==> src/rtl/muldiv_pkg.sv <==
// Shared decode constants and enums for the EX-stage RV32M multiply/divide engine.
package muldiv_pkg;

  localparam logic [6:0] FUNCT7_MULDIV = 7'b0000001;
  localparam logic [2:0] F3_MUL        = 3'b000;
  localparam logic [2:0] F3_DIV        = 3'b100;
  localparam logic [2:0] F3_DIVU       = 3'b101;
  localparam logic [2:0] F3_REM        = 3'b110;
  localparam logic [2:0] F3_REMU       = 3'b111;
  localparam logic [1:0] ALUOP_RTYPE   = 2'b10;

  typedef enum logic [1:0] {ST_IDLE, ST_BUSY, ST_DONE} stateE;

  // DIV and DIVU share OP_DIV (likewise REM/REMU); signedness is tracked separately.
  typedef enum logic [1:0] {OP_MUL, OP_DIV, OP_REM} opE;

endpackage

==> src/rtl/ex_muldiv_unit_if.sv <==
// ID/EX-to-muldiv connection: decoded operation and operands in, stall/status/result out.
interface ex_muldiv_unit_if #(
  parameter int unsigned XLEN = 32
);
  logic [1:0]      aluOp;
  logic [9:0]      funct;
  logic [XLEN-1:0] rsData;
  logic [XLEN-1:0] rtData;
  logic            stall;
  logic            busy;
  logic            done;
  logic [XLEN-1:0] result;

  // Pipeline side: presents the ID/EX instruction, consumes stall and result.
  modport master (
    output aluOp, funct, rsData, rtData,
    input  stall, busy, done, result
  );

  // Engine side.
  modport slave (
    input  aluOp, funct, rsData, rtData,
    output stall, busy, done, result
  );
endinterface

==> src/rtl/muldiv_step.sv <==
// One iteration of the shared datapath: a shift-add step for MUL or a restoring
// subtract step for DIV/REM. Purely combinational; state lives in the caller.
module muldiv_step
  import muldiv_pkg::*;
#(
  parameter int unsigned XLEN = 32
) (
  input  opE              op,
  input  logic [XLEN-1:0] acc,
  input  logic [XLEN-1:0] rem,
  input  logic [XLEN-1:0] quo,
  input  logic [XLEN-1:0] mcand,
  input  logic [XLEN-1:0] divisor,
  output logic [XLEN-1:0] accNext,
  output logic [XLEN-1:0] remNext,
  output logic [XLEN-1:0] quoNext,
  output logic [XLEN-1:0] mcandNext
);

  logic [XLEN:0] trial;
  logic [XLEN:0] diff;

  // MUL: quo holds the remaining multiplier bits, mcand the shifted multiplicand.
  // DIV/REM: quo shifts the dividend out at the top and quotient bits in at the bottom.
  always_comb begin
    accNext   = acc;
    remNext   = rem;
    quoNext   = quo;
    mcandNext = mcand;
    trial     = {rem, quo[XLEN-1]};
    diff      = trial - {1'b0, divisor};
    if (op == OP_MUL) begin
      accNext   = acc + (quo[0] ? mcand : '0);
      mcandNext = mcand << 1;
      quoNext   = quo >> 1;
    end else if (!diff[XLEN]) begin
      // No borrow: partial remainder covers the divisor.
      remNext = diff[XLEN-1:0];
      quoNext = {quo[XLEN-2:0], 1'b1};
    end else begin
      remNext = trial[XLEN-1:0];
      quoNext = {quo[XLEN-2:0], 1'b0};
    end
  end

endmodule

==> src/rtl/ex_muldiv_unit.sv <==
// Iterative RV32M multiply/divide engine for the EX stage. Stalls the front of
// the pipeline while iterating and presents the result for a single DONE cycle.
// Optional build macro: MULDIV_FASTPATH_EN lets divide-by-zero, MUL by zero and
// signed overflow skip the iterations (IDLE -> DONE directly).
module ex_muldiv_unit
  import muldiv_pkg::*;
#(
  parameter int unsigned XLEN = 32
) (
  input  logic               clk_i,
  input  logic               rst_i,
  ex_muldiv_unit_if.slave    bus
);

  localparam int unsigned CntW = $clog2(XLEN) + 1;

  stateE           stateQ;
  logic [CntW-1:0] cntQ;
  opE              opQ;
  logic            negResQ;
  logic [XLEN-1:0] accQ, remQ, quoQ, mcandQ, divisorQ;
  logic            busyQ, doneQ;
  logic [XLEN-1:0] resultQ;

  logic            accept;
  opE              decOp;
  logic            decSigned;
  logic            aNeg, bNeg, bZero, decNegRes;
  logic [XLEN-1:0] aMag, bMag;
  logic            fastHit;
  logic [XLEN-1:0] fastRes;
  logic [XLEN-1:0] accNext, remNext, quoNext, mcandNext;
  logic [XLEN-1:0] rawRes, fixRes;

  // Decode the ID/EX instruction; MULH* and non-R-type ops are not accepted.
  always_comb begin
    accept    = 1'b0;
    decOp     = OP_MUL;
    decSigned = 1'b0;
    if (bus.aluOp == ALUOP_RTYPE && bus.funct[9:3] == FUNCT7_MULDIV) begin
      case (bus.funct[2:0])
        F3_MUL:  begin accept = 1'b1; decOp = OP_MUL; end
        F3_DIV:  begin accept = 1'b1; decOp = OP_DIV; decSigned = 1'b1; end
        F3_DIVU: begin accept = 1'b1; decOp = OP_DIV; end
        F3_REM:  begin accept = 1'b1; decOp = OP_REM; decSigned = 1'b1; end
        F3_REMU: begin accept = 1'b1; decOp = OP_REM; end
        default: accept = 1'b0;
      endcase
    end
  end

  // Operand magnitudes and the final sign fixup decided at accept time.
  // A zero divisor suppresses quotient negation so the quotient stays all ones.
  always_comb begin
    aNeg  = decSigned & bus.rsData[XLEN-1];
    bNeg  = decSigned & bus.rtData[XLEN-1];
    aMag  = aNeg ? -bus.rsData : bus.rsData;
    bMag  = bNeg ? -bus.rtData : bus.rtData;
    bZero = (bus.rtData == '0);
    case (decOp)
      OP_DIV:  decNegRes = (aNeg ^ bNeg) & ~bZero;
      OP_REM:  decNegRes = aNeg;
      default: decNegRes = 1'b0;
    endcase
  end

  // Early-out results for ops whose answer is known without iterating.
  always_comb begin
    fastHit = 1'b0;
    fastRes = '0;
`ifdef MULDIV_FASTPATH_EN
    if (decOp != OP_MUL && bZero) begin
      fastHit = 1'b1;
      fastRes = (decOp == OP_DIV) ? '1 : bus.rsData;
    end else if (decOp == OP_MUL && (bus.rsData == '0 || bZero)) begin
      fastHit = 1'b1;
      fastRes = '0;
    end else if (decSigned && bus.rsData == {1'b1, {(XLEN-1){1'b0}}} && bus.rtData == '1) begin
      fastHit = 1'b1;
      fastRes = (decOp == OP_DIV) ? bus.rsData : '0;
    end
`endif
  end

  muldiv_step #(
    .XLEN (XLEN)
  ) u_step (
    .op        (opQ),
    .acc       (accQ),
    .rem       (remQ),
    .quo       (quoQ),
    .mcand     (mcandQ),
    .divisor   (divisorQ),
    .accNext   (accNext),
    .remNext   (remNext),
    .quoNext   (quoNext),
    .mcandNext (mcandNext)
  );

  // Result of the final iteration, sign-corrected, captured on entry to DONE.
  always_comb begin
    case (opQ)
      OP_MUL:  rawRes = accNext;
      OP_DIV:  rawRes = quoNext;
      default: rawRes = remNext;
    endcase
    fixRes = negResQ ? -rawRes : rawRes;
  end

  // Control FSM, iteration counter, datapath registers and registered outputs.
  always_ff @(posedge clk_i) begin
    if (rst_i) begin
      stateQ   <= ST_IDLE;
      cntQ     <= '0;
      opQ      <= OP_MUL;
      negResQ  <= 1'b0;
      accQ     <= '0;
      remQ     <= '0;
      quoQ     <= '0;
      mcandQ   <= '0;
      divisorQ <= '0;
      busyQ    <= 1'b0;
      doneQ    <= 1'b0;
      resultQ  <= '0;
    end else begin
      unique case (stateQ)
        ST_IDLE: begin
          doneQ   <= 1'b0;
          resultQ <= '0;
          if (accept) begin
            if (fastHit) begin
              stateQ  <= ST_DONE;
              doneQ   <= 1'b1;
              resultQ <= fastRes;
            end else begin
              stateQ   <= ST_BUSY;
              busyQ    <= 1'b1;
              cntQ     <= '0;
              opQ      <= decOp;
              negResQ  <= decNegRes;
              accQ     <= '0;
              remQ     <= '0;
              // MUL runs on raw operands: the low word is sign-agnostic.
              quoQ     <= (decOp == OP_MUL) ? bus.rtData : aMag;
              mcandQ   <= (decOp == OP_MUL) ? bus.rsData : '0;
              divisorQ <= (decOp == OP_MUL) ? '0 : bMag;
            end
          end
        end
        ST_BUSY: begin
          accQ   <= accNext;
          remQ   <= remNext;
          quoQ   <= quoNext;
          mcandQ <= mcandNext;
          cntQ   <= cntQ + CntW'(1);
          if (cntQ == CntW'(XLEN - 1)) begin
            stateQ  <= ST_DONE;
            busyQ   <= 1'b0;
            doneQ   <= 1'b1;
            resultQ <= fixRes;
          end
        end
        ST_DONE: begin
          // ID/EX advances on this edge, so IDLE never sees this instruction again.
          stateQ  <= ST_IDLE;
          doneQ   <= 1'b0;
          resultQ <= '0;
        end
        default: stateQ <= ST_IDLE;
      endcase
    end
  end

  // Stall is raised combinationally in the accept cycle so ID/EX holds immediately.
  always_comb begin
    bus.stall  = ~rst_i & (((stateQ == ST_IDLE) & accept) | (stateQ == ST_BUSY));
    bus.busy   = busyQ;
    bus.done   = doneQ;
    bus.result = resultQ;
  end

endmodule

==> src/flat_wrapper.sv <==
// flat-port wrapper written by rule: the top's interface ports become plain ports
module ex_muldiv_unit_flat import muldiv_pkg::*;
#(
  parameter int unsigned XLEN = 32
)
  (clk_i, rst_i, bus_aluOp, bus_funct, bus_rsData, bus_rtData, bus_stall, bus_busy, bus_done, bus_result);
  ex_muldiv_unit_if #(.XLEN(XLEN)) bus_i ();
  input  logic clk_i;
  input  logic rst_i;
  input wire logic [$bits(bus_i.aluOp)-1:0] bus_aluOp;
  input wire logic [$bits(bus_i.funct)-1:0] bus_funct;
  input wire logic [$bits(bus_i.rsData)-1:0] bus_rsData;
  input wire logic [$bits(bus_i.rtData)-1:0] bus_rtData;
  output wire logic [$bits(bus_i.stall)-1:0] bus_stall;
  output wire logic [$bits(bus_i.busy)-1:0] bus_busy;
  output wire logic [$bits(bus_i.done)-1:0] bus_done;
  output wire logic [$bits(bus_i.result)-1:0] bus_result;
  assign bus_i.aluOp = bus_aluOp;
  assign bus_i.funct = bus_funct;
  assign bus_i.rsData = bus_rsData;
  assign bus_i.rtData = bus_rtData;
  assign bus_stall = bus_i.stall;
  assign bus_busy = bus_i.busy;
  assign bus_done = bus_i.done;
  assign bus_result = bus_i.result;
  ex_muldiv_unit #(.XLEN(XLEN)) u_core (.clk_i(clk_i), .rst_i(rst_i), .bus(bus_i));
endmodule
==> config.mk <==
export PLATFORM = sky130hd
export DESIGN_NAME = ex_muldiv_unit_flat
export DESIGN_NICKNAME = d
export VERILOG_FILES = /design/src/rtl/muldiv_pkg.sv /design/src/rtl/ex_muldiv_unit_if.sv /design/src/rtl/muldiv_step.sv /design/src/rtl/ex_muldiv_unit.sv /design/src/flat_wrapper.sv
export SDC_FILE = /design/constraint.sdc
export NUM_CORES = 1
export LEC_CHECK = 0
export CORE_UTILIZATION = 30
export DETAILED_ROUTE_END_ITERATION = 12
export HOLD_SLACK_MARGIN = 0.05
export PLACE_DENSITY_LB_ADDON = 0.05
export SLEW_MARGIN = 20
export SYNTH_ARGS = -nofsm -noshare
export SYNTH_HDL_FRONTEND = slang
export SYNTH_SLANG_ARGS = --single-unit
==> constraint.sdc <==
create_clock -name clk_i -period 6.3 [get_ports clk_i]
set_clock_uncertainty 0.2 [all_clocks]
set_input_delay 0.63 -clock clk_i [delete_from_list [all_inputs] [get_ports clk_i]]
set_output_delay 0.63 -clock clk_i [all_outputs]
set_load 0.01 [all_outputs]
After elaboration in Yosys (flattened, before gate mapping) --
Cells that the tools add are included.
Word-level totals: register bits after elaboration 205, input port bits 78, word-level logic and storage cells 101
Operators by class: $add $sub $neg 6, equal/unequal tests 15, multiplexer cells 40, bitwise operators 9, reductions and logical operators 19
Operators with widths (number):
- 2-to-1 mux 32 bit | 16
- case mux 32 bit (2 select lines) | 6
- negation 32 bit | 3
- subtractor 33 x 32 -> 33 bit | 1
- adder 32 bit | 1
- logical NOT 32 bit | 1
- == test 3 bit (second input constant) | 4
- case mux 6 bit (2 select lines) | 1
- 2-to-1 mux 1 bit | 8
- case mux 2 bit (2 select lines) | 2
- AND reduction 2 bit | 4
- OR reduction 2 bit | 4
- == test 7 x 1 -> 1 bit (second input constant) | 1
- adder 6 x 1 -> 6 bit (second input constant) | 1
- == test 2 x 1 -> 1 bit (second input constant) | 3
- == test 2 bit (second input constant) | 3
- == test 6 x 5 -> 1 bit (second input constant) | 1
- logical NOT 2 bit | 3
- 2-to-1 mux 2 bit | 3
- 2-to-1 mux 6 bit | 1
- case mux 1 bit (2 select lines) | 3
- AND reduction 3 bit | 2
- bitwise AND 1 bit | 5
- OR reduction 5 bit | 1
- 8 further kinds | 11

Depth between registers and ports, before layout --
depth in word-level cells 9, gate-level depth with buffers 20, gate-level depth less buffers 18

Hierarchy --
A second synthesis with hierarchy kept.
Second synthesis, totals: cells, all modules 2196, area, all modules 15610.0 µm²
Modules (own cells, without submodules):
- ex_muldiv_unit | instances 1, cells an instance 1268, area an instance 10368.7 µm², sequential area each 4103.9 µm²
- muldiv_step | instances 1, cells an instance 928, area an instance 5241.3 µm², sequential area each 0.0 µm²

Worst setup path after synthesis --
Ideal clock, no wire load.
path kind register to register, from register u_core.quoQ[31], to register u_core.resultQ[26], in the netlist u_core.bus.result[26], data arrival time 4.278 ns, setup slack 1.693 ns, stages on the path, launching flop included 21, path through dfxtp_1 -> inv_1 -> ha_1 -> inv_1 -> fa_1 -> a21o_1 -> a221o_1 -> a21oi_4 -> a211oi_4 -> or4b_4 -> buf_6 -> buf_6 -> a41oi_2 -> o21a_1 -> ha_1 -> nand2_1 -> o22a_1 -> nand3b_1 -> nor4b_1 -> mux2i_1 -> o211ai_1
On the way: cells in the longest elaborated chain, start to end 8, elaborated cells on any way between the ends 10, those cells by class add/sub (2); mux (8)
RTL lines:
- start, declared | RTL line ex_muldiv_unit.sv:21 | logic [XLEN-1:0] accQ, remQ, quoQ, mcandQ, divisorQ;
- start signal, assigned | RTL line ex_muldiv_unit.sv:144 | quoQ <= (decOp == OP_MUL) ? bus.rtData : aMag;
- start signal, assigned | RTL line ex_muldiv_unit.sv:153 | quoQ <= quoNext;
- subtractor 33 x 32 -> 33 bit | RTL line muldiv_step.sv:31 | diff = trial - {1'b0, divisor};
- 2-to-1 mux 32 bit / 2-to-1 mux 1 bit (equally long branches) | RTL line muldiv_step.sv:36 | end else if (!diff[XLEN]) begin
- 2-to-1 mux 32 bit | RTL line muldiv_step.sv:32 | if (op == OP_MUL) begin
- case mux 32 bit (2 select lines) * | RTL line ex_muldiv_unit.sv:102 | case (opQ)
- negation 32 bit | RTL line ex_muldiv_unit.sv:107 | fixRes = negResQ ? -rawRes : rawRes;
- 2-to-1 mux 32 bit * | RTL line ex_muldiv_unit.sv:107
- 2-to-1 mux 32 bit * | RTL line ex_muldiv_unit.sv:156 | if (cntQ == CntW'(XLEN - 1)) begin
- case mux 32 bit (2 select lines) * | RTL line ex_muldiv_unit.sv:126 | unique case (stateQ)
- end signal, assigned | RTL line ex_muldiv_unit.sv:134 | resultQ <= fastRes;
- end signal, assigned | RTL line ex_muldiv_unit.sv:160 | resultQ <= fixRes;
- end, declared | RTL line ex_muldiv_unit.sv:23 | logic [XLEN-1:0] resultQ;
Every way passes the cells marked *; elsewhere a longest branch is shown, timed or not. The select of a mux whose other input is x is not followed. A chain may end at the register's enable or synchronous reset.

Worst setup path in the final report --
from register u_core.divisorQ[21], to register u_core.resultQ[26], in the netlist u_core.bus.result[26]
On the way: cells in the longest elaborated chain, start to end 8, elaborated cells on any way between the ends 10, those cells by class add/sub (2); mux (8)
RTL lines:
- start, declared | RTL line ex_muldiv_unit.sv:21
- start signal, assigned | RTL line ex_muldiv_unit.sv:146 | divisorQ <= (decOp == OP_MUL) ? '0 : bMag;
- subtractor 33 x 32 -> 33 bit * | RTL line muldiv_step.sv:31
- 2-to-1 mux 32 bit / 2-to-1 mux 1 bit (equally long branches) | RTL line muldiv_step.sv:36
- 2-to-1 mux 32 bit | RTL line muldiv_step.sv:32
- case mux 32 bit (2 select lines) * | RTL line ex_muldiv_unit.sv:102
- negation 32 bit | RTL line ex_muldiv_unit.sv:107
- 2-to-1 mux 32 bit * | RTL line ex_muldiv_unit.sv:107
- 2-to-1 mux 32 bit * | RTL line ex_muldiv_unit.sv:156
- case mux 32 bit (2 select lines) * | RTL line ex_muldiv_unit.sv:126
Marked as above.

==> metrics.md <==
| Metric | Value |
|---|---|
| Final net count | about 2300 |
| DRC | 0 |
| Area delta synth->final | 17.48% |
| Post-synthesis register bit count | between 200 and 250 |
| Worst hold path type | in -> reg |
| Final hold vios | 0 |
| Final Cell Area | ~18000 um2 |
| CP max-delay cell | a211o_1 |
| Hold worst-path end | u_core.cntQ[3] |
| Routed WL | about 68000 um |
| Seq/Total Area, Yosys | 26.28% |
| Power share of the clock group | 54.6% |
| CTS max path bufs | 3 |
| GP Congestion | between 0.9 and 1 |
| First drt pass iteration count | 6 |
| Kind of start point of the critical path | flip-flop |
| Die ar. | about 53000 um2 |
| Worst-path cell chain | inv_1, ha_1, nand4_1, or3_1, nor3_1, a21boi_1, a211o_1, nor2_2, o311ai_1, ha_1, nand2_1, o22a_1, nand3b_1, nor4b_1, mux2i_1, o211ai_1 |
| Total GRT Usage | about 25% |
| Root Buffer Master | clkbuf_16 |
| RSZ-0062 raised after global routing | no |
| WL per Instance | roughly 24 um |
| Vias | 16380 |
| Cell variety after synth | around 90 |
| Ys Warns | 0 |
| Post-synth EDFFs | 0 |
| Critical path data arrival time | roughly 5800 ps |
| Top-count cell post-synth | nand2_1 |
| Syn_area_per_cell | ~7.3 um2 |
| Initial Utilization | between 30 and 40% |
| Post-layout power | around 3200 uW |
| Syn Nets | 2284 |
| Internal Power | 2452 uW |
| Top cell type's share of synthesized area | a little over a quarter |
| Worst reg2reg endpoint | u_core.bus.result[26] |
| Remaining antenna violation count | 0 |
| IO Pins | 113 |
| Antenna violations before repair | 0 |
| Clk sink count | 205 |
| Die height | 230.1 um |
| Syn Inst Count | 2134 |
| Via/cell ratio | around 5.7 |
| Worst r2r path cells | 16 |
| Vias in the first global route | 15740 |
| Cts bufs inserted | 29 |
| Core ar. | just over 50000 um2 |
| Most frequent CP cell | ha_1 |
| Netlist Area Pre-Place | 15610 um2 |
| GRT overflow | 0 |
| PortBufs | 112 |
| Reg power frac | between 40% and 50% |
| Post-synth ARST share | 0% |
| Final Max Tran Viols | 0 |
| Final design utilization | between 30% and 40% |
| Cell area power density | approximately 180 nW/um2 |
| Postcts setup bufs | 0 |
| Crit path required time | 6550 ps |
| Largest net degree at the start of global routing | about 110 |
| Worst skew pair latency | 580 ps |
| CP max stage delay | ~660 ps |
| Switch Pwr | 787.1 uW |
| Most used DFF post-synth | dfxtp_1 |
| Synth cell count leaders | nand2_1 (312), nor2_1 (224), dfxtp_1 (205) |
| CTS hold repair buffers | 0 |
| Fin crit share | approximately 88% |
| Hold Startpoint | rst_i |
| Placed Instance Area | around 17000 um2 |
| CTS-repair resized insts | 0 |
| WHS | between 200 and 250 ps |
| Crit path time final | ~5500 ps |
| Top cells by area, synth | dfxtp_1 (26%), nand2_1 (7.5%), ha_1 (5.6%), nor2_1 (5.4%), a21oi_1 (4.7%) |
| Row count | between 80 and 90 |
| Max cap viols | 0 |
| Post-DP HPWL | around 52000 um |
| Die W | 230.1 um |
| Cell leakage power | around 0.007 uW |
| Setup violations, final | 0 |
| Worst R2R Start | u_core.divisorQ[21] |
| First-pass GRT wire length | about 100000 um |
| Worst hold path depth | 2 |
| Switching share of power | around a quarter |
| Slew HR | 30.33% |
| Setup TNS | 0 ps |
| # diodes | 0 |
| Slew @ Worst Pin | around 1000 ps |
| Crit Path Class | reg -> reg |
| VDD IR max | approximately 0.19 mV |
| Max Freq | ~0.18 GHz |
| Top cell type by total area after synthesis | dfxtp_1 |
| Combinational Power Share | 5.2% |
| Initial drt markers | ~1200 |
| H-tree Lvls | 1 |
| Status | finished clean |
| Share of layout cells above drive strength 1 | ~5.6% |
| Reg-to-reg setup timing slack | slightly below 800 ps |
| Max FO, Critical Path | 22 |
| CTS tree | yes |
| Clk slew on worst S/H paths | around 60 ps |
| Critical Path End Type | flip-flop |
| Fill cells | about 5500 |
==> worst max-delay path: cells and delay by family, from the launching register on <==
kind,cells,cell delay (ps)
simple gates,7,1940
compound gates,5,1870
fa+ha+maj,2,760
flops,1,340
mux,1,240
buf+inv,1,50
==> metrics by stage <==
step	setup slack, ps	cells
CTS	837.1	2872
floorplan	1693	2134
detailed placement	878.3	2818
global placement	904.2	2818
global route	333.7	2872
finish	770.3	2872
==> power groups by stage <==
stage | sequential, uW | clock [uW] | combinational [uW]
finish | 1300 | 1770 | 170
global route | 1300 | 1860 | 179
CTS | 1300 | 1810 | 170
detailed placement | 1330 | 0 | 170
global placement | 1330 | 0 | 170
floorplan | 1330 | 0 | 56.5
==> cell type report <==
type / instances / area, um2 / area share, %
timing repair buffer: 144 / 1371 / 7.476
multi-input combinational: 1729 / 10770 / 58.72
tap: 680 / 850.8 / 4.638
inverter: 60 / 225.2 / 1.228
clock buffer: 39 / 833.3 / 4.543
clock inverter: 15 / 186.4 / 1.016
sequential: 205 / 4105 / 22.38
==> how the worst max path moves through the flow <==
stage / slack, ps / start / end
after global routing: 330 / u_core.divisorQ[21] / u_core.bus.result[26]
after CTS: 840 / u_core.divisorQ[19] / u_core.bus.result[26]
after detailed placement: 880 / u_core.quoQ[31] / u_core.bus.result[31]
after global placement: 900 / u_core.quoQ[31] / u_core.bus.result[31]
after floorplan: 1690 / u_core.quoQ[31] / u_core.bus.result[26]
final: 770 / u_core.divisorQ[21] / u_core.bus.result[26]
==> state kept, by name (all words and copies together), names as in the netlist <==
signal             count
u_core.accQ           32
u_core.bus.result     32
u_core.divisorQ       32
u_core.mcandQ         32
u_core.quoQ           32
u_core.remQ           32
u_core.cntQ            6
u_core.opQ             2
u_core.stateQ          2
u_core.bus.busy        1
u_core.bus.done        1
u_core.negResQ         1
==> cells in the final DEF, fill, tap and decap left out, types with 29 or more instances in the layout <==
master,n
a211oi_1,46
o21ai_0,144
clkdlybuf4s50_1,111
a311oi_1,67
a22oi_1,35
nand2_1,311
inv_1,58
a21o_1,32
ha_1,69
a21oi_1,146
clkbuf_16,29
nor3_1,36
and2_1,43
xnor2_1,62
nand3_1,71
o31ai_1,30
nor2_1,221
dfxtp_1,204
xor2_1,57
buf_4,32
==> metal layers <==
layer  up-vias  wire (um)  track usage (%)
met3        82       3562            3.038
met5         -          0                0
met1      7906      32690            35.91
met2       479      29820            39.57
met4         0       1916            7.223
li1       7914          -                -
==> kinds of logic (layout without fill, tap and decap cells) <==
family,after synthesis,after routing,share of synthesized area (%)
buffers and inverters,200,258,5.032
adders and majority gates,72,72,5.865
AOI/OAI and AO/OA,683,683,29.90
muxes,28,28,1.819
and+or+nand+nor,827,827,24.42
DFF,205,205,26.28
xor gates and xnor gates,119,119,6.675
Note: power is estimated with default switching activity, not from simulation.
==> RTL change: new RTL, same flow settings <==
Re-encode `opE` (3 values) as one-hot, 3 bits wide.
--- a/src/rtl/muldiv_pkg.sv
+++ b/src/rtl/muldiv_pkg.sv
@@ -14,3 +14,3 @@
   // DIV and DIVU share OP_DIV (likewise REM/REMU); signedness is tracked separately.
-  typedef enum logic [1:0] {OP_MUL, OP_DIV, OP_REM} opE;
+  typedef enum logic [2:0] {OP_MUL = 3'b001, OP_DIV = 3'b010, OP_REM = 3'b100} opE;
 
Behaviour: no difference found for any inputs over 4 cycles, from zero or initial values and one cycle with rst_i high; so few cycles prove little.
==> RTL change against the unedited design <==
  * Sequential cell count up 1
  * Area after synthesis decreased by 0.59%
  * Routed wire length fell by 1.6%
  * Sequential share of layout area grew 0.34 points
  * Total power down 1.5%
  * Final area shrank 1.0%
  * Hold slack improved by 0.013 ns
  * Worst setup slack worse by 0.13 ns
  * Global-route usage down 0.37 points
  * Critical endpoint is now u_core.bus.result[31]
==> RTL change: results (changes against the unedited design) <==
[min_path]
min_from=u_core.bus.result[26]  ; was rst_i
worstHoldPathType=reg2reg  ; was in2reg
min_to=u_core.bus.result[26]  ; was u_core.cntQ[3]

[final_layout]
drive_gt1_share_pct=6.84  ; was 5.57%
nets=2277  ; was 2319
fillers=5406  ; was 5523
fin_cells=2822  ; was 2872

[setup_path]
slowest_delay_ns=0.80  ; was 0.66 ns
critPathArrivalTime_ns=5.92  ; was 5.78 ns
worstRegToRegCells=14  ; was 16
reg2reg_slack_ns=0.64  ; was 0.77 ns
slowest_stage=a2111oi_0  ; was a211o_1
worstReg2RegStart=u_core.quoQ[0]  ; was u_core.divisorQ[21]
crit_fanout=25  ; was 22

[clock_network]
cts_buffers=28  ; was 29

[placement]
dpl_worst_slack_ns=0.710  ; was 0.878 ns
hpwl_um=51200  ; was 52300 µm
place_congestion=0.903  ; was 0.935
placed_area_um2=17200  ; was 17300 µm²

[routing]
dr_wl_met3_um=4070  ; was 3560 µm
dr.pass1.iters=8  ; was 6
route.met2.wl_um=29500  ; was 29800 µm
drt_iter0_markers=1213  ; was 1198
met1_length_um=31600  ; was 32700 µm
viasPerCell=5.68  ; was 5.70
wire_per_inst_um=23.7  ; about the same

[global_route]
grtUsageMet3_pct=3.80  ; was 3.04%
gr-usage-met2_pct=38.9  ; was 39.6%
grt_first_pass_wirelength_um=99800  ; was 102000 µm
antenna_found_initial=1  ; was 0
grt_pass1_vias=15200  ; was 15.7k
grt_max_degree=75  ; was 113
grt.total_usage_pct=24.9  ; was 25.2%

[timing]
slew_headroom_pct=25.9  ; was 30.3%
min_period_ns=5.66  ; was 5.53 ns

[yosys]
netlist-cell-type-count=99  ; was 92
synth_xor_area_share_pct=7.67  ; was 6.67%
syn_nets=2246  ; was 2284
synth.area.top_cells=dfxtp_1 (27%), nand2_1 (6.4%), a21oi_1 (5.8%)  ; was dfxtp_1 (26%), nand2_1 (7.5%), ha_1 (5.6%)
avgSynthCellArea_um2=7.40  ; was 7.32 µm²
synth_common_cells=nand2_1 (264), nor2_1 (218), dfxtp_1 (206)  ; was nand2_1 (312), nor2_1 (224), dfxtp_1 (205)
ys_seq_area_share_pct=26.6  ; was 26.3%

[outcome]
run_status=complete, no violations  ; unchanged

[power]
p_int_uw=2390  ; was 2450 µW
leakagePower_uw=0.00688  ; was 0.00701 µW

-- RTL change: cell types whose count changed after synthesis, moves of 12 or more --
| cell | unedited run | this run |
|---|---|---|
| o211ai_1 | 15 | 28 |
| nand2_1 | 312 | 264 |
| nand3_1 | 71 | 52 |
| a211oi_1 | 46 | 15 |
| a221oi_1 | 3 | 52 |
| o21ai_0 | 144 | 129 |
| a21o_1 | 32 | 20 |
| a21oi_1 | 146 | 181 |
| xnor2_1 | 62 | 83 |
| o21ai_1 | 5 | 19 |
| a31oi_1 | 18 | 38 |
| a311oi_1 | 67 | 5 |
| nor3_1 | 38 | 67 |
-- RTL change: worst max-delay path, delay by kind of cell (launching register included) --
kind | cells | cell delay (ns)
simple gates | 4 | 1.37
compound gates | 6 | 2.35
fa+ha+maj | 1 | 0.26
flops | 1 | 0.56
buf+inv | 1 | 0.34
xor+xnor | 2 | 0.42
-- RTL change: power by group through the flow --
stage               Combinational, µW  Clock [µW]  Sequential [µW]
finish                            204        1680             1310
global route                      216        1770             1300
CTS                               204        1720             1300
detailed placement                204           0             1330
global placement                  204           0             1330
floorplan                        78.7           0             1330
-- RTL change: layout make-up --
| class | count | share of cell area (%) |
|---|---|---|
| Antenna cell | 1 | 0.0138 |
| Clock buffer | 37 | 4.43 |
| Clock inverter | 12 | 0.827 |
| Inverter | 67 | 1.39 |
| Multi-Input combinational cell | 1688 | 58.7 |
| Sequential cell | 206 | 22.7 |
| Tap cell | 672 | 4.63 |
| Timing Repair Buffer | 139 | 7.28 |
-- RTL change: per-stage QoR --
step | util, % | total power (µW)
6_report | 35.9 | 3190
5_1_grt | 35.9 | 3290
2_1_floorplan | - | 1410
3_3_place_gp | 34.0 | 1540
4_1_cts | 35.9 | 3230
3_5_place_dp | 34.0 | 1540
